<file path="src/rtl/compmux_scan_pkg.sv">
// Shared definitions for the comparator-mux scan sequencer: sizes, FSM state codes
// and the channel-search helpers.
package compmux_scan_pkg;

  localparam int NCH   = 16;
  localparam int SEL_W = 4;

  typedef logic [1:0] state_t;
  localparam state_t ST_IDLE   = 2'd0;
  localparam state_t ST_SETTLE = 2'd1;
  localparam state_t ST_DWELL  = 2'd2;
  localparam state_t ST_REPORT = 2'd3;

  // Returns {found, idx}: lowest enabled channel strictly above cur.
  function automatic logic [SEL_W:0] next_enabled(input logic [NCH-1:0] mask,
                                                  input logic [SEL_W-1:0] cur);
    logic [SEL_W:0] r;
    r = '0;
    for (int i = NCH - 1; i >= 0; i--) begin
      if (mask[i] && (i > int'(cur))) begin
        r = {1'b1, SEL_W'(i)};
      end
    end
    return r;
  endfunction

  // Returns {found, idx}: lowest enabled channel overall.
  function automatic logic [SEL_W:0] lowest_enabled(input logic [NCH-1:0] mask);
    logic [SEL_W:0] r;
    r = '0;
    for (int i = NCH - 1; i >= 0; i--) begin
      if (mask[i]) begin
        r = {1'b1, SEL_W'(i)};
      end
    end
    return r;
  endfunction

endpackage

</file>
<file path="src/rtl/compmux_scan_ctrl_if.sv">
// Result stream from the scan sequencer to the readout logic (valid/ready).
interface compmux_scan_ctrl_if #(
  parameter int DWELL_W = 12
);
  import compmux_scan_pkg::*;

  logic               res_valid;
  logic               res_ready;
  logic [SEL_W-1:0]   res_chan;
  logic [DWELL_W-1:0] res_count;

  modport master (output res_valid, output res_chan, output res_count, input res_ready);
  modport slave  (input res_valid, input res_chan, input res_count, output res_ready);
endinterface

</file>
<file path="src/rtl/compmux_scan_cnt.sv">
// Shared settle/dwell down-counter plus the comparator-high accumulator.
module compmux_scan_cnt #(
  parameter int W = 12
) (
  input  logic         clk,
  input  logic         rst,
  input  logic         load,
  input  logic [W-1:0] load_val,
  input  logic         dec,
  input  logic         acc_clr,
  input  logic         acc_en,
  input  logic         sample,
  output logic         last,
  output logic [W-1:0] acc_sum
);
  logic [W-1:0] cnt_reg;
  logic [W-1:0] acc_reg;

  // Loads are always >= 1, so a count of one marks the final cycle of a window.
  assign last    = (cnt_reg == W'(1));
  assign acc_sum = acc_reg + W'(sample);

  always_ff @(posedge clk) begin
    if (rst) begin
      cnt_reg <= '0;
      acc_reg <= '0;
    end else begin
      if (load) begin
        cnt_reg <= load_val;
      end else if (dec) begin
        cnt_reg <= cnt_reg - W'(1);
      end
      if (acc_clr) begin
        acc_reg <= '0;
      end else if (acc_en) begin
        acc_reg <= acc_sum;
      end
    end
  end
endmodule

</file>
<file path="src/rtl/compmux_scan_ctrl.sv">
// Comparator-mux scan sequencer: settle, dwell-count and report each enabled channel.
// Build option COMPMUX_SCAN_SYNC_EN adds a 2-flop synchronizer on comp_in.
module compmux_scan_ctrl
  import compmux_scan_pkg::*;
#(
  parameter int DWELL_W  = 12,
  parameter int SETTLE_W = 4
) (
  input  logic                clk,
  input  logic                rst,
  input  logic                start,
  input  logic                stop,
  input  logic                continuous,
  input  logic [NCH-1:0]      chan_mask,
  input  logic [SETTLE_W-1:0] settle_cycles,
  input  logic [DWELL_W-1:0]  dwell_cycles,
  input  logic                comp_in,
  output logic [SEL_W-1:0]    mux_sel,
  output logic                busy,
  output logic                done,
  compmux_scan_ctrl_if.master res
);
  logic sample;

`ifdef COMPMUX_SCAN_SYNC_EN
  // Two extra settle cycles flush the synchronizer after every select change.
  localparam int SYNC_EXTRA = 2;
  logic [1:0] sync_reg;
  always_ff @(posedge clk) begin
    if (rst) sync_reg <= '0;
    else     sync_reg <= {sync_reg[0], comp_in};
  end
  assign sample = sync_reg[1];
`else
  localparam int SYNC_EXTRA = 0;
  assign sample = comp_in;
`endif

  state_t               state_reg, state_next;
  logic [NCH-1:0]       mask_reg;
  logic                 cont_reg;
  logic [DWELL_W-1:0]   settle_len_reg, dwell_len_reg;
  logic [SEL_W-1:0]     mux_sel_reg, sel_next;
  logic                 res_valid_reg, valid_next;
  logic [SEL_W-1:0]     res_chan_reg, chan_next;
  logic [DWELL_W-1:0]   res_count_reg, count_next;
  logic                 done_reg, done_next;
  logic                 latch;
  logic                 go;
  logic [SEL_W-1:0]     go_sel;
  logic [DWELL_W-1:0]   go_settle, go_dwell;
  logic                 cnt_load, cnt_dec, acc_clr, acc_en, cnt_last;
  logic [DWELL_W-1:0]   cnt_load_val, acc_sum;
  logic [DWELL_W-1:0]   settle_in, dwell_in;
  logic [SEL_W:0]       first_hit, next_hit, wrap_hit;

  assign settle_in = DWELL_W'(settle_cycles) + DWELL_W'(SYNC_EXTRA);
  assign dwell_in  = (dwell_cycles == '0) ? DWELL_W'(1) : dwell_cycles;
  assign first_hit = lowest_enabled(chan_mask);
  assign next_hit  = next_enabled(mask_reg, mux_sel_reg);
  assign wrap_hit  = lowest_enabled(mask_reg);

  always_comb begin
    state_next   = state_reg;
    sel_next     = mux_sel_reg;
    valid_next   = res_valid_reg;
    chan_next    = res_chan_reg;
    count_next   = res_count_reg;
    done_next    = 1'b0;
    latch        = 1'b0;
    go           = 1'b0;
    go_sel       = mux_sel_reg;
    go_settle    = settle_len_reg;
    go_dwell     = dwell_len_reg;
    cnt_load     = 1'b0;
    cnt_load_val = '0;
    cnt_dec      = 1'b0;
    acc_clr      = 1'b0;
    acc_en       = 1'b0;
    case (state_reg)
      ST_IDLE: begin
        if (start) begin
          latch = 1'b1;
          if (first_hit[SEL_W]) begin
            go        = 1'b1;
            go_sel    = first_hit[SEL_W-1:0];
            go_settle = settle_in;
            go_dwell  = dwell_in;
          end else begin
            done_next = 1'b1;
          end
        end
      end
      ST_SETTLE: begin
        if (cnt_last) begin
          state_next   = ST_DWELL;
          cnt_load     = 1'b1;
          cnt_load_val = dwell_len_reg;
          acc_clr      = 1'b1;
        end else begin
          cnt_dec = 1'b1;
        end
      end
      ST_DWELL: begin
        acc_en = 1'b1;
        if (cnt_last) begin
          state_next = ST_REPORT;
          valid_next = 1'b1;
          chan_next  = mux_sel_reg;
          count_next = acc_sum;
        end else begin
          cnt_dec = 1'b1;
        end
      end
      ST_REPORT: begin
        if (res.res_ready) begin
          valid_next = 1'b0;
          if (next_hit[SEL_W]) begin
            go     = 1'b1;
            go_sel = next_hit[SEL_W-1:0];
          end else if (cont_reg) begin
            go     = 1'b1;
            go_sel = wrap_hit[SEL_W-1:0];
          end else begin
            state_next = ST_IDLE;
            done_next  = 1'b1;
          end
        end
      end
      default: state_next = ST_IDLE;
    endcase

    // A zero settle window skips SETTLE and opens the dwell window immediately.
    if (go) begin
      sel_next = go_sel;
      cnt_load = 1'b1;
      if (go_settle == '0) begin
        state_next   = ST_DWELL;
        cnt_load_val = go_dwell;
        acc_clr      = 1'b1;
      end else begin
        state_next   = ST_SETTLE;
        cnt_load_val = go_settle;
      end
    end

    if (stop && (state_reg != ST_IDLE)) begin
      state_next = ST_IDLE;
      valid_next = 1'b0;
      done_next  = 1'b1;
    end
  end

  always_ff @(posedge clk) begin
    if (rst) begin
      state_reg      <= ST_IDLE;
      mask_reg       <= '0;
      cont_reg       <= 1'b0;
      settle_len_reg <= '0;
      dwell_len_reg  <= '0;
      mux_sel_reg    <= '0;
      res_valid_reg  <= 1'b0;
      res_chan_reg   <= '0;
      res_count_reg  <= '0;
      done_reg       <= 1'b0;
    end else begin
      state_reg     <= state_next;
      mux_sel_reg   <= sel_next;
      res_valid_reg <= valid_next;
      res_chan_reg  <= chan_next;
      res_count_reg <= count_next;
      done_reg      <= done_next;
      if (latch) begin
        mask_reg       <= chan_mask;
        cont_reg       <= continuous;
        settle_len_reg <= settle_in;
        dwell_len_reg  <= dwell_in;
      end
    end
  end

  compmux_scan_cnt #(.W(DWELL_W)) u_cnt (
    .clk      (clk),
    .rst      (rst),
    .load     (cnt_load),
    .load_val (cnt_load_val),
    .dec      (cnt_dec),
    .acc_clr  (acc_clr),
    .acc_en   (acc_en),
    .sample   (sample),
    .last     (cnt_last),
    .acc_sum  (acc_sum)
  );

  assign mux_sel       = mux_sel_reg;
  assign busy          = (state_reg != ST_IDLE);
  assign done          = done_reg;
  assign res.res_valid = res_valid_reg;
  assign res.res_chan  = res_chan_reg;
  assign res.res_count = res_count_reg;
endmodule
</file>
<file path="src/flat_wrapper.sv">
// flat-port wrapper written by rule: the top's interface ports become plain ports
module compmux_scan_ctrl_flat import compmux_scan_pkg::*;
#(
  parameter int DWELL_W  = 12,
  parameter int SETTLE_W = 4
)
  (clk, rst, start, stop, continuous, chan_mask, settle_cycles, dwell_cycles, comp_in, mux_sel, busy, done, res_res_valid, res_res_chan, res_res_count, res_res_ready);
  compmux_scan_ctrl_if #(.DWELL_W(DWELL_W)) res_i ();
  input  logic clk;
  input  logic rst;
  input  logic start;
  input  logic stop;
  input  logic continuous;
  input  logic [NCH-1:0] chan_mask;
  input  logic [SETTLE_W-1:0] settle_cycles;
  input  logic [DWELL_W-1:0] dwell_cycles;
  input  logic comp_in;
  output logic [SEL_W-1:0] mux_sel;
  output logic busy;
  output logic done;
  output wire logic [$bits(res_i.res_valid)-1:0] res_res_valid;
  output wire logic [$bits(res_i.res_chan)-1:0] res_res_chan;
  output wire logic [$bits(res_i.res_count)-1:0] res_res_count;
  input wire logic [$bits(res_i.res_ready)-1:0] res_res_ready;
  assign res_res_valid = res_i.res_valid;
  assign res_res_chan = res_i.res_chan;
  assign res_res_count = res_i.res_count;
  assign res_i.res_ready = res_res_ready;
  compmux_scan_ctrl #(.DWELL_W(DWELL_W), .SETTLE_W(SETTLE_W)) u_core (.clk(clk), .rst(rst), .start(start), .stop(stop), .continuous(continuous), .chan_mask(chan_mask), .settle_cycles(settle_cycles), .dwell_cycles(dwell_cycles), .comp_in(comp_in), .mux_sel(mux_sel), .busy(busy), .done(done), .res(res_i));
endmodule
</file>
<file path="config.mk">
export PLATFORM = sky130hd
export DESIGN_NAME = compmux_scan_ctrl_flat
export DESIGN_NICKNAME = d
export VERILOG_FILES = /design/src/rtl/compmux_scan_pkg.sv /design/src/rtl/compmux_scan_ctrl_if.sv /design/src/rtl/compmux_scan_cnt.sv /design/src/rtl/compmux_scan_ctrl.sv /design/src/flat_wrapper.sv
export SDC_FILE = /design/constraint.sdc
export NUM_CORES = 1
export LEC_CHECK = 0
export ABC_AREA = 1
export CAP_MARGIN = 40
export CELL_PAD_IN_SITES_DETAIL_PLACEMENT = 0
export CELL_PAD_IN_SITES_GLOBAL_PLACEMENT = 1
export CORE_ASPECT_RATIO = 1.25
export CORE_MARGIN = 2
export CORE_UTILIZATION = 35
export CTS_CLUSTER_DIAMETER = 50
export DETAILED_ROUTE_END_ITERATION = 6
export PLACE_DENSITY = 0.81
export REMOVE_ABC_BUFFERS = 1
export SLEW_MARGIN = 25
export SYNTH_ARGS = -nofsm -noshare
export SYNTH_HDL_FRONTEND = slang
export SYNTH_HIERARCHICAL = 1
export SYNTH_SLANG_ARGS = --single-unit
</file>
<file path="constraint.sdc">
create_clock -name clk -period 3.5 [get_ports clk]
set_clock_uncertainty 0.2 [all_clocks]
set_input_delay 0.525 -clock clk [delete_from_list [all_inputs] [get_ports clk]]
set_output_delay 0.525 -clock clk [all_outputs]
set_load 0.05 [all_outputs]
</file>
==> impl_results.md, run 1 <==
- NetSw: 2.01 mW
- Clock transition at the registers of the reported paths: about 0.06 ns
- Post-synth top area share: 33.2%
- Gr usage total: 18.3%
- Synth async-reset ratio: 0%
- CP endpoint kind: flip-flop
- Cell Rows: 48
- Crit path required time: between 3 and 4 ns
- Synth Flop Type: dfxtp_1
- Layout Utilization: 43.7%
- Detail Placement HPWL: about 10 mm
- Sw Ratio: 44.5%
- Vias per cell: 4.91
- CP Launch Point: chan_mask[15]
- Setup crit end: u_core/u_cnt/acc_reg[8]
- Yosys top cell by area: dfxtp_1
- Core ar.: 13800 µm²
- Starting Density: 35.5%
- YS warnings: 6
- Longest Clk Path Bufs: 2
- Status: finished clean
- Tmin final: 3.05 ns
- First-pass GRT wire length: between 20 and 25 mm
- Die X: 110 µm
- Syn avg cell area: 6.35 µm²
- Largest net degree at the start of global routing: 52
- Die Footprint: 14900 µm²
- Critical Path Start Type: input pin
- N_diodes: 0
- Final Hold Violating Endpoints: 0
- RD Place Congestion: 0.851
- Detailed Route Iter0 Violations: 217
- Worst Path Max Fanout: 12
- RSZ-0062 raised after global routing: no
- DP Area: 5700 µm²
- Final Instance Area: 6010 µm²
- Overflow after GRT: 0
- Detailed-route via count: just under 5000
- Post-route total power: roughly 4.5 mW
- WL/cell: 13.0 µm
- Combinational fraction of design power: 49.0%
- Clk Latency, worst-skew pair: roughly 0.33 ns
- RR Endpoint: u_core/u_cnt/cnt_reg[7]
- Clock network power share: 21.4%
- CTS tree: yes
- Pint: 2.51 mW
- Slew margin rel.: 59.0%
- Mapped Area: between 4000 and 5000 µm²
- EDFF count, synth: 0
- Vias in the first global route: 4644
- Residual DRC: 0
- Fill count: between 1000 and 1500
- Flop2flop setup slack: just over 0.5 ns
- Clock sinks: 81
- Syn-to-layout area delta: 23.0%
- Antenna viol nets, final: 0
- Num CTS Buffers: 9
- Max VDD drop: 0.375 mV
- Post-CTS Setup Repair Bufs: 0
- Io pins: 62
- H-Tree Depth: 3
- Sequential area share after synthesis: 33.2%
- P_leak: 2.73 nW
- Setup TNS: 0 ns
- CTS root buf: clkbuf_16
- Initial antenna violation count: 0
- Top cells by area, synth: dfxtp_1 (33%), nand2_1 (13%), inv_1 (8.1%)
- Max_cap viols: 0
- Setup-failing EPs final: 0
- Achievable frequency: between 300 and 400 MHz
- Share of cells above drive strength 1: 8.28%
- Post-synthesis cell type count: 40
- Power per cell area: 753 nW/µm²
- Cts hold-fix bufs: 0
- Routed Wire Length: 13.1 mm
- Part of the power in registers: 29.6%
- Die H: 136 µm
- Multi-input logic area: around 2700 µm²
- Reg2Reg Depth: 14
- Reg area: 1620 µm²
- # port buffers: 61
- Reg-to-reg startpoint: u_core/mux_sel[3]
- Slew Limit Fails: 0
- Syn Inst Count: 769
- Worst Path Class, Setup: input pin to flip-flop
- Slew @ Worst Pin: around 0.61 ns
- CP arrival: 3.13 ns
- Max FFs per register: 16
- Post-cts repair resize count: 0
- Period utilization: 87.2%
- Layout net count: 876
- Flops & latches, synth: 81
- DRT Pass-1 Iters: 5
- Hold WC Path Type: flip-flop to flip-flop
[worst max-delay path, stage by stage]
cell             delay [ns]
clkdlybuf4s50_1        0.43
nor2_1                 0.17
nand3_1                0.13
nor2_1                 0.19
nand2_2                0.17
nand2_4                0.17
nand2_1                0.06
o21ai_1                0.10
nor2_1                 0.05
and2_1                 0.17
nand2_4                0.15
nand2_1                0.07
or2_2                  0.41
a21oi_1                0.19
o21ai_2                0.07
inv_1                  0.06
[worst min path at each step]
stage                              from                        to  slack (ns)  depth (start not counted)
2_1_floorplan  u_core/dwell_len_reg[10]  u_core/dwell_len_reg[10]        0.24                          2
3_3_place_gp   u_core/dwell_len_reg[10]  u_core/dwell_len_reg[10]        0.25                          2
3_5_place_dp   u_core/dwell_len_reg[10]  u_core/dwell_len_reg[10]        0.26                          2
4_1_cts        u_core/dwell_len_reg[10]  u_core/dwell_len_reg[10]        0.27                          2
5_1_grt        u_core/dwell_len_reg[10]  u_core/dwell_len_reg[10]        0.29                          2
6_report       u_core/dwell_len_reg[10]  u_core/dwell_len_reg[10]        0.27                          2
[cells by family after synthesis]
logic type / share of synthesized area, %
buffers and inverters: 11.3
adders and majority gates: 2.31
and+or+nand+nor: 31.0
DFF: 33.2
xor gates and xnor gates: 1.26
AOI/OAI and AO/OA: 20.9
[cell usage after synthesis (3+ instances only)]
cell,number
nor3_1,9
a22oi_1,5
nand2_1,166
nand3_1,46
inv_2,10
dfxtp_1,81
o21ai_2,3
nand2_4,3
nor2_4,4
clkbuf_1,21
inv_1,105
nand2_2,8
nor2_1,83
o21ai_0,63
o211ai_1,3
a21oi_1,77
buf_2,4
nand4_1,8
a31oi_1,6
xor2_1,7
nor4_1,6
ha_1,9
o22ai_1,4
o21ai_1,17
[power groups by stage]
| stage | Sequential [mW] | Combinational, mW | Clock [mW] |
|---|---|---|---|
| after floorplan | 1.43 | 1.49 | 0 |
| after global placement | 1.36 | 2.22 | 0 |
| after detailed placement | 1.36 | 2.21 | 0 |
| after CTS | 1.34 | 2.23 | 1.01 |
| after global routing | 1.37 | 2.53 | 1.04 |
| final | 1.34 | 2.22 | 0.968 |
[layout make-up]
class,count,share of cell area (%)
Clock buffer,12,4.27
Clock inverter,4,0.854
Inverter,115,7.19
Multi-Input combinational cell,546,45.1
Sequential cell,81,27.0
Tap cell,175,3.65
Timing Repair Buffer,75,11.9
[cell usage in the layout, fill, tap and decap left out, drive strengths merged, types with 11 or more instances in the layout]
| cell type | n |
|---|---|
| nand2 | 177 |
| nor2 | 89 |
| nor3 | 11 |
| buf | 14 |
| inv | 115 |
| a21oi | 78 |
| dfxtp | 81 |
| o21ai | 83 |
| clkbuf | 12 |
| nand3 | 48 |
| clkdlybuf4s50 | 61 |
[layer usage]
metal  routed length [µm]  up-vias  track usage (%)
met4                  208        0             5.70
li1                     -     2616                -
met1                 5750     2203             22.3
met5                    0        -                0
met2                 6530      115             32.6
met3                  568       11             2.97
[stage by stage]
stage / worst slack [ns] / std cells / hold WS (ns)
floorplan: -0.183 / 742 / 0.239
global placement: 0.196 / 992 / 0.254
detailed placement: 0.128 / 992 / 0.257
CTS: 0.472 / 1008 / 0.267
global route: 0.154 / 1008 / 0.287
finish: 0.449 / 1008 / 0.268
No activity file was read; power rests on OpenSTA's default activity.
==> inputs of run 2 (changes only) <==
--- a/config.mk
+++ b/config.mk
@@ -5,17 +5,15 @@
 export SDC_FILE = /design/constraint.sdc
 export NUM_CORES = 1
 export LEC_CHECK = 0
-export ABC_AREA = 1
 export CAP_MARGIN = 40
-export CELL_PAD_IN_SITES_DETAIL_PLACEMENT = 0
-export CELL_PAD_IN_SITES_GLOBAL_PLACEMENT = 1
 export CORE_ASPECT_RATIO = 1.25
 export CORE_MARGIN = 2
 export CORE_UTILIZATION = 35
 export CTS_CLUSTER_DIAMETER = 50
 export DETAILED_ROUTE_END_ITERATION = 6
-export PLACE_DENSITY = 0.81
+export PLACE_DENSITY = 0.63
 export REMOVE_ABC_BUFFERS = 1
+export SKIP_CTS_REPAIR_TIMING = 1
 export SLEW_MARGIN = 25
 export SYNTH_ARGS = -nofsm -noshare
 export SYNTH_HDL_FRONTEND = slang
==> run 2 against run 1 <==
Core utilization increased by 1.7 points. Critical path depth decreased by 4. Area after synthesis decreased by 2.1%. Worst setup slack got worse by 0.084 ns. Register-to-register slack got worse by 0.14 ns. Design area increased by 0.31%. Global-route usage decreased by 0.48 points. Non-clock buffer count increased by 17. Combinational power decreased by 65%. Critical path type is now flip-flop to flip-flop. Largest power group is now registers.
==> impl_results.md, run 2 <==
- Slew Limit Fails: 0 (unchanged)
- Sequential area share after synthesis: 33.9% (+0.71 points)
- CTS tree: yes
- Pint: 2.02 mW (-20%)
- Mapped Area: 4780 µm² (-2.1%)
- Worst Path Max Fanout: 16 (+4)
- Cell Rows: 47 (-2.1%)
- Part of the power in registers: 37.8% (+8.2 points)
- Layout Utilization: 45.3% (+1.7 points)
- Slew margin rel.: 59.9% (+0.89 points)
- Starting Density: 36.0% (+0.47 points)
- Post-synth top area share: 33.9% (+0.71 points)
- Share of cells above drive strength 1: 10.3% (+2.0 points)
- Clock sinks: 81 (unchanged)
- Achievable frequency: 319 MHz (-2.7%)
- Die X: 109 µm (-1.0%)
- WL/cell: 14.7 µm (+13%)
- Sw Ratio: 30.3% (-14 points)
- Syn avg cell area: 7.63 µm² (+20%)
- Dpl cells: 856 (-14%)
- Overflow after GRT: 0 (unchanged)
- Initial antenna violation count: 0 (unchanged)
- Synth Flop Type: dfxtp_1
- Gr usage total: 17.8% (-0.48 points)
- Vias per cell: 5.42 (+10%)
- Setup-failing EPs final: 0 (unchanged)
- P_leak: 2.19 nW (-20%)
- Final non-filler cell total: 871 (-14%)
- Post-synthesis cell type count: 77 (+93%)
- Hold WC Path Type: flip-flop to flip-flop
- Antenna viol nets, final: 0 (unchanged)
- NetSw: 0.877 mW (-56%)
- YS warnings: 6 (unchanged)
- Detailed-route via count: 4719 (-4.6%)
- Top cells by area, synth: dfxtp_1 (34%), nand2_1 (10%), a21oi_1 (7.4%)
- Residual DRC: 0 (unchanged)
- Vias in the first global route: 4461 (-3.9%)
- Commonest cells post-synth: nand2_1 (130), dfxtp_1 (81), a21oi_1 (71), nor2_1 (56), clkbuf_1 (23)
- CP endpoint kind: flip-flop
- Power per cell area: 480 nW/µm² (-36%)
- Detail Placement HPWL: 9.52 mm (-4.6%)
- Max_cap viols: 0 (unchanged)
- Synth async-reset ratio: 0% (unchanged)
- Period utilization: 89.6% (+2.4 points)
- CP arrival: 3.14 ns (about the same)
- Clock network power share: 35.6% (+14 points)
- Fill count: 1345 (-7.8%)
- Core ar.: 13300 µm² (-3.4%)
- Yosys top cell by area: dfxtp_1
- Layout net count: 744 (-15%)
- Final Hold Violating Endpoints: 0 (unchanged)
- Largest net degree at the start of global routing: 42 (-19%)
- Max FFs per register: 16 (unchanged)
- Most frequent cells in the layout: nand2_1 (130), dfxtp_1 (81), a21oi_1 (71)
- Worst Path Class, Setup: flip-flop to flip-flop
- Num CTS Buffers: 9 (unchanged)
- RSZ-0062 raised after global routing: no
- Clock transition at the registers of the reported paths: 0.06 ns (about the same)
- CTS root buf: clkbuf_16
- RD Place Congestion: 0.880 (+3.3%)
- Routed Wire Length: 12.8 mm (-2.0%)
- N_diodes: 0 (unchanged)
- Status: finished clean
- First-pass GRT wire length: 20.9 mm (-3.5%)
- Longest Clk Path Bufs: 2 (unchanged)
- Tmin final: 3.13 ns (+0.0838 ns)
- Die Footprint: 14600 µm² (-2.0%)
- Slew @ Worst Pin: 0.602 ns (-0.00867 ns)
- Syn-to-layout area delta: 26.0%
- Io pins: 62 (unchanged)
- H-Tree Depth: 3 (unchanged)
- Clk Latency, worst-skew pair: 0.33 ns (about the same)
- Most common cell after layout, fill and taps aside: nand2_1
- Die H: 135 µm (-1.0%)
- Detailed Route Iter0 Violations: 271 (+25%)
- Crit path required time: 3.51 ns (-0.07 ns)
- Flops & latches, synth: 81 (unchanged)
- Combinational fraction of design power: 26.6% (-22 points)
- Critical Path Start Type: flip-flop
- DRT Pass-1 Iters: 5 (unchanged)
- Max VDD drop: 0.296 mV (-21%)
- Most frequent cell after synthesis: nand2_1
- Syn Inst Count: 627 (-18%)
- EDFF count, synth: 0 (unchanged)
- # port buffers: 61 (unchanged)
## run 2: layout make-up
type	instances	area (µm²)	area share, %
clock buffer	13	270	4.49
clock inverter	2	60.1	0.997
inverter	21	78.8	1.31
multi-input combinational	491	2920	48.4
sequential	81	1620	26.9
tap	171	214	3.55
timing repair buffer	92	863	14.3
## run 2: worst paths after layout
check                                              from                       end  slack, ns  depth (start not counted)
worst max-delay path                  u_core/mux_sel[1]  u_core/u_cnt/cnt_reg[11]       0.37                         12
worst min-delay path            u_core/dwell_len_reg[7]   u_core/dwell_len_reg[7]       0.25                          2
worst max register to register        u_core/mux_sel[1]  u_core/u_cnt/cnt_reg[11]       0.37                         12
worst min register to register  u_core/dwell_len_reg[7]   u_core/dwell_len_reg[7]       0.25                          2
## run 2: stage by stage
step | total power [mW] | cell area, µm² | hold slack [ns] | worst slack [ns] | TNS [ns]
after floorplan | 1.60 | 4610 | 0.230 | -0.559 | -10.89
after detailed placement | 1.87 | 5690 | 0.247 | 0.0745 | 0
final | 2.89 | 6020 | 0.250 | 0.365 | 0
after global routing | 3.05 | 6020 | 0.275 | 0.149 | 0
after global placement | 1.86 | 5690 | 0.242 | 0.129 | 0
after CTS | 2.92 | 6020 | 0.256 | 0.415 | 0
## run 2: power by group through the flow
stage / sequential [mW] / clock (mW) / combinational, mW
floorplan: 1.12 / 0 / 0.477
global placement: 1.11 / 0 / 0.751
detailed placement: 1.11 / 0 / 0.762
CTS: 1.09 / 1.06 / 0.766
global route: 1.11 / 1.10 / 0.840
finish: 1.09 / 1.03 / 0.770
## run 2: worst max-delay path: stages, from the launching register on
cell and delay [ns]:
dfxtp_1 0.66, buf_4 0.25, o21bai_1 0.11, a211o_1 0.19
and4b_4 0.31, nand3_1 0.22, nand3_1 0.20, o311ai_4 0.13
buf_12 0.16, a22o_1 0.18, and2_1 0.15, a31oi_1 0.14
o22ai_1 0.09
## run 2: per-layer routing
layer	track usage (%)	vias up	wire length (µm)
li1	-	2365	-
met1	21.5	2216	5550
met2	31.1	119	6420
met3	3.28	19	546
met4	6.98	0	277
met5	0	-	0
## run 2: cell families (layout without fill, tap and decap cells)
group	count (synthesis)	after routing	synth area share (%)
AND/OR/NAND/NOR	288	288	29.4
multiplexers	6	6	1.26
XOR/XNOR	26	26	4.76
buffers and inverters	55	128	5.15
flip-flops	81	81	33.9
AO/OA/AOI/OAI	162	162	23.2
adder cells (fa/ha/maj)	9	9	2.35
==> inputs of run 3 (changes only) <==
--- a/config.mk
+++ b/config.mk
@@ -8,10 +8,10 @@
 export CAP_MARGIN = 40
 export CORE_ASPECT_RATIO = 1.25
 export CORE_MARGIN = 2
-export CORE_UTILIZATION = 35
+export CORE_UTILIZATION = 30
 export CTS_CLUSTER_DIAMETER = 50
 export DETAILED_ROUTE_END_ITERATION = 6
-export PLACE_DENSITY = 0.63
+export PLACE_DENSITY = 0.57
 export REMOVE_ABC_BUFFERS = 1
 export SKIP_CTS_REPAIR_TIMING = 1
 export SLEW_MARGIN = 25
==> constraint.sdc (replaced) <==
create_clock -name clk -period 3.1 [get_ports clk]
set_clock_uncertainty 0.2 [all_clocks]
set_input_delay 0.465 -clock clk [delete_from_list [all_inputs] [get_ports clk]]
set_output_delay 0.465 -clock clk [all_outputs]
set_load 0.05 [all_outputs]
==> run 3 against run 2 <==
Via count rose by 2.2%. Cell count increased by 7.7%. Worst hold slack improved by 0.0047 ns. Largest cell class unchanged.
==> impl_results.md, run 3 (same netlist as run 2, synthesis figures left out) <==
- H-Tree Depth: 3 (unchanged)
- Initial antenna violation count: 0 (unchanged)
- Share of cells above drive strength 1: 14.6% (+4.3 points)
- Hold WC Path Type: flip-flop to flip-flop
- Worst setup margin: 0.150 ns (-0.215 ns)
- Syn-to-layout area delta: 33.2%
- Die H: 145 µm (+7.8%)
- Longest Clk Path Bufs: 2 (unchanged)
- Critical Path Start Type: input pin
- Clock sinks: 81 (unchanged)
- P_leak: 2.37 nW (+8.5%)
- Status: finished clean
- DRT Pass-1 Iters: 4 (-1)
- Final Hold Violating Endpoints: 0 (unchanged)
- Max_cap viols: 0 (unchanged)
- Sw Ratio: 30.0% (-0.31 points)
- NetSw: 1.05 mW (+19%)
- Slew margin rel.: 59.3% (-0.56 points)
- Cell Rows: 51 (+8.5%)
- Power per cell area: 547 nW/µm² (+14%)
- Clock transition at the registers of the reported paths: 0.06 ns (about the same)
- Overflow after GRT: 0 (unchanged)
- Part of the power in registers: 35.6% (-2.2 points)
- WL/cell: 14.8 µm (+0.47%)
- # port buffers: 61 (unchanged)
- Core ar.: 15600 µm² (+17%)
- Clk Latency, worst-skew pair: 0.34 ns (about the same)
- Most common cell after layout, fill and taps aside: nand2_1
- Achievable frequency: between 300 and 400 MHz
- Io pins: 62 (unchanged)
- Starting Density: 30.7% (-5.3 points)
- Worst Path Class, Setup: input pin to flip-flop
- Crit path required time: 3.15 ns (-0.36 ns)
- DP Area: 5900 µm² (+3.7%)
- Layout net count: 769 (+3.4%)
- Combinational fraction of design power: 27.6% (+1.0 points)
- Place WS: -0.213 ns (-0.287 ns)
- Dpl cells: 918 (+7.2%)
- Slew @ Worst Pin: 0.609 ns (+0.00714 ns)
- Fill count: 1608 (+20%)
- Period utilization: 95.2%
- CP endpoint kind: flip-flop
- Pint: 2.44 mW (+21%)
- Final non-filler cell total: 938 (+7.7%)
- Tmin final: 2.95 ns
- Vias per cell: 5.14 (-5.1%)
- N_diodes: 0 (unchanged)
- Post-route total power: 3.48 mW (+20%)
- Max FFs per register: 16 (unchanged)
- Detailed-route via count: 4825 (+2.2%)
- Detail Placement HPWL: 10.1 mm (+6.3%)
- Residual DRC: 0 (unchanged)
- Largest net degree at the start of global routing: 36 (-14%)
- Die X: 117 µm (+7.7%)
- CTS tree: yes
- Num CTS Buffers: 9 (unchanged)
- Final Instance Area: 6370 µm² (+5.7%)
- CP arrival: 3.00 ns (-0.14 ns)
- Max VDD drop: 0.233 mV (-21%)
- Die Footprint: 17000 µm² (+16%)
- Most frequent cells in the layout: nand2_1 (130), dfxtp_1 (77), a21oi_1 (71)
- Detailed Route Iter0 Violations: 228 (-16%)
- CTS root buf: clkbuf_16
- Clock network power share: 36.9% (+1.3 points)
- Routed Wire Length: 13.8 mm (+8.2%)
- Vias in the first global route: 4669 (+4.7%)
- Worst Path Max Fanout: 5 (-11)
- Slew Limit Fails: 0 (unchanged)
- RD Place Congestion: 0.858 (-2.4%)
- Antenna viol nets, final: 0 (unchanged)
- Setup-failing EPs final: 0 (unchanged)
- First-pass GRT wire length: 22.5 mm (+7.6%)
- Gr usage total: 16.2% (-1.6 points)
[run 3: changes by cell type in the layout (fill, tap and decap cells not counted), sizes merged]
cell	previous run	this run
clkdlybuf4s50	60	56
bufinv	2	4
dlymetal6s2s	0	4
buf	32	56
clkbuf	13	12
clkinvlp	0	1
[run 3: final timing paths]
kind	slack, ns	cells past startpoint	to	startpoint
max	0.15	10	u_core/u_cnt/cnt_reg[8]	chan_mask[13]
min	0.26	2	u_core/dwell_len_reg[11]	u_core/dwell_len_reg[11]
max reg2reg	0.17	12	u_core/u_cnt/cnt_reg[11]	u_core/mux_sel[0]
min reg2reg	0.26	2	u_core/dwell_len_reg[11]	u_core/dwell_len_reg[11]
[run 3: power by group through the flow]
stage	Combinational, mW	Sequential (mW)	Clock (mW)
floorplan	0.539	1.26	0
global placement	0.907	1.25	0
detailed placement	0.923	1.25	0
CTS	0.929	1.23	1.31
global route	1.05	1.25	1.35
finish	0.960	1.24	1.28
[run 3: layout make-up]
class,instances,area [µm²],share of cell area [%]
Inverter,21,78.8,1.24
Clock buffer,11,233,3.65
Tap cell,212,265,4.17
Sequential cell,81,1630,25.6
Timing Repair Buffer,117,1080,17.0
Multi-Input combinational cell,491,2950,46.3
Clock inverter,5,128,2.00
[run 3: routing by layer]
metal  share of wire [%]  vias up  global-route usage (%)
met2                  50      121                    27.7
li1                    -     2405                       -
met5                   0        -                       0
met1                  44     2283                    20.4
met3                 3.9       16                    3.01
met4                 1.3        0                    5.18
[run 3: critical path, cell delays in order]
cell and delay (ns):
clkdlybuf4s50_1 0.43, or4_4 0.53, nor4_4 0.40, nor2_2 0.11, buf_6 0.14, o311ai_4 0.33
clkbuf_16 0.22, a22o_1 0.13, nor2_1 0.04, a211oi_1 0.21
[run 3: metrics by stage]
stage | hold WS [ns] | setup TNS [ns] | util [%]
floorplan | 0.230 | -21.29 | -
global placement | 0.244 | -3.22 | 37.9
detailed placement | 0.246 | -4.06 | 37.9
CTS | 0.255 | 0 | 40.2
global route | 0.273 | -0.00698 | 40.9
finish | 0.255 | 0 | 40.9
==> variant, RTL diff (flow settings as in run 3) <==
`SYNC_EXTRA`: 0 -> 1.
--- a/src/rtl/compmux_scan_ctrl.sv
+++ b/src/rtl/compmux_scan_ctrl.sv
@@ -32,7 +32,7 @@
   end
   assign sample = sync_reg[1];
 `else
-  localparam int SYNC_EXTRA = 0;
+  localparam int SYNC_EXTRA = 1;
   assign sample = comp_in;
 `endif
 
Behaviour: not the same (Yosys sat finds a counterexample within 4 cycles, from zero or initial values and one cycle with rst high).
==> variant against run 3 <==
  * Wire length rose by 2.7%
  * Worst setup slack worse by 0.076 ns
  * Area after synthesis increased by 1.7%
  * Global-route usage up 0.16 points
  * Design area grew 4.1%
  * Sequential cell count rose by 1
  * Critical path type is now flip-flop to flip-flop
  * Highest routed layer unchanged
Power is not compared: it rests on default switching activity, and its combinational part moved more than twofold at a synthesized area within 25%.
==> variant: results (changes against run 3) <==
status:
  status: "complete, no violations"  # unchanged
logic_synthesis:
  yosys_warnings: 6  # unchanged
  ys_seq_area_frac: 0.3375  # was 0.3391
  synth.distinct_cells: 67  # was 77
  synthArstFlopShare: 0  # unchanged
  synth_common_cells: "nand2_1, dfxtp_1, a21oi_1, nor2_1, clkbuf_1"  # unchanged
  avgSynthCellArea_um2: 7.448  # was 7.627 µm²
  synthTopCellsByArea: "dfxtp_1, nand2_1, a21oi_1"  # unchanged
global_routing:
  grt_pass1_vias: 4866  # was 4,669
  grt_max_degree: 38  # was 36
  gr-usage-met2: 0.2727  # was 0.2766
  grt_antenna_before_repair: 0  # unchanged
  gr-usage-met3: 0.02891  # was 0.03008
  grtUsageTotal: 0.1640  # was 0.1624
  grt_pass1_wl_um: 23500  # was 22,460 µm
  grtUsageMet1: 0.2166  # was 0.2040
clocking:
  path_clk_slew_ns: 0.06  # about the same
  clock_latency_ns: 0.35
  cts_buffers: 9  # unchanged
  cts-root-buf: "clkbuf_16"  # unchanged
  cts_sinks: 82  # was 81
timing:
  relSlewSlack: 0.5839  # was 0.5933
routing:
  wl_met1_um: 6730  # was 6149 µm
  route.top_layer_used: "met4"  # unchanged
  met3_length_um: 620  # was 535 µm
  wirelength_um: 14210  # was 13,840 µm
  route.met2.wl_um: 6659  # was 6981 µm
  vias: 5196  # was 4,825
  via_per_inst: 5.165  # was 5.144
  dr.pass1.iters: 5  # was 4
  drtIter0Drc: 301  # was 228
layout:
  drive_above_1_share: 0.1696  # was 0.1460
  fin_nets: 834  # was 769
  largest_reg_flops: 16  # unchanged
  antenna_cells: 0  # unchanged
place:
  routabilityCongestion: 0.9017  # was 0.8584
  dp_cells: 989  # was 918
  dp_slack_ns: -0.3308  # was -0.2128 ns
  place_hpwl_um: 10840  # was 10,120 µm
critical_path:
  cp_max_fo: 12  # was 5
  cpPeakStageDelay_ns: 0.55  # was 0.53 ns
  crit_path_top_delay_cell: "or4_4"  # unchanged
  arrival_ns: 3.07  # was 3.00 ns
worst_hold_path:
  hold_class: "flip-flop to flip-flop"  # unchanged
power_and_ir_drop:
  p_leak_nw: 2.469
-- variant: power breakdown --
group	leakage (nW)	switching [W]	total, W	internal [W]
sequential	0.671	0.000193	0.00142	0.00123
clock	0.134	0.000453	0.00102	0.000564
combinational	1.66	0.00129	0.00236	0.00107
-- variant: worst max-delay path, delay by kind of cell (launching register included) --
kind                   cells  cell delay [ns]
DFF                        1             0.36
AOI/OAI and AO/OA          5             1.10
muxes                      1             0.17
and+or+nand+nor            2             0.62
buffers and inverters      3             0.49
-- variant: path summary, 6_finish.rpt --
path | from | to | slack [ns] | cells after the start
min reg2reg | u_core/res.res_count[1] | u_core/res.res_count[1] | 0.25 | 2
min | u_core/res.res_count[1] | u_core/res.res_count[1] | 0.25 | 2
max | u_core/mux_sel[2] | u_core/u_cnt/cnt_reg[4] | 0.07 | 11
max reg2reg | u_core/mux_sel[2] | u_core/u_cnt/cnt_reg[4] | 0.07 | 11
-- variant: stage by stage --
| step | util | cell area, µm² |
|---|---|---|
| floorplan | - | 4703 |
| global placement | 0.3939 | 6305 |
| detailed placement | 0.3939 | 6305 |
| CTS | 0.4115 | 6586 |
| global route | 0.4143 | 6631 |
| finish | 0.4143 | 6631 |
-- variant: kinds of logic after synthesis --
| logic type | after synthesis | synth area share |
|---|---|---|
| compound gates | 181 | 0.2457 |
| xor+xnor | 28 | 0.05043 |
| fa+ha+maj | 10 | 0.02573 |
| buf+inv | 56 | 0.04837 |
| flops | 82 | 0.3375 |
| mux | 6 | 0.01235 |
| simple gates | 290 | 0.2799 |
-- variant: cell type report --
class | instances | area, µm²
well taps | 216 | 270.3
flip-flops and latches | 82 | 1650
clock buffers | 10 | 239.0
clock inverters | 6 | 42.54
fillers | 1690 | 9374
multi-input cells | 515 | 3015
repair buffers | 157 | 1339
inverters | 20 | 75.07
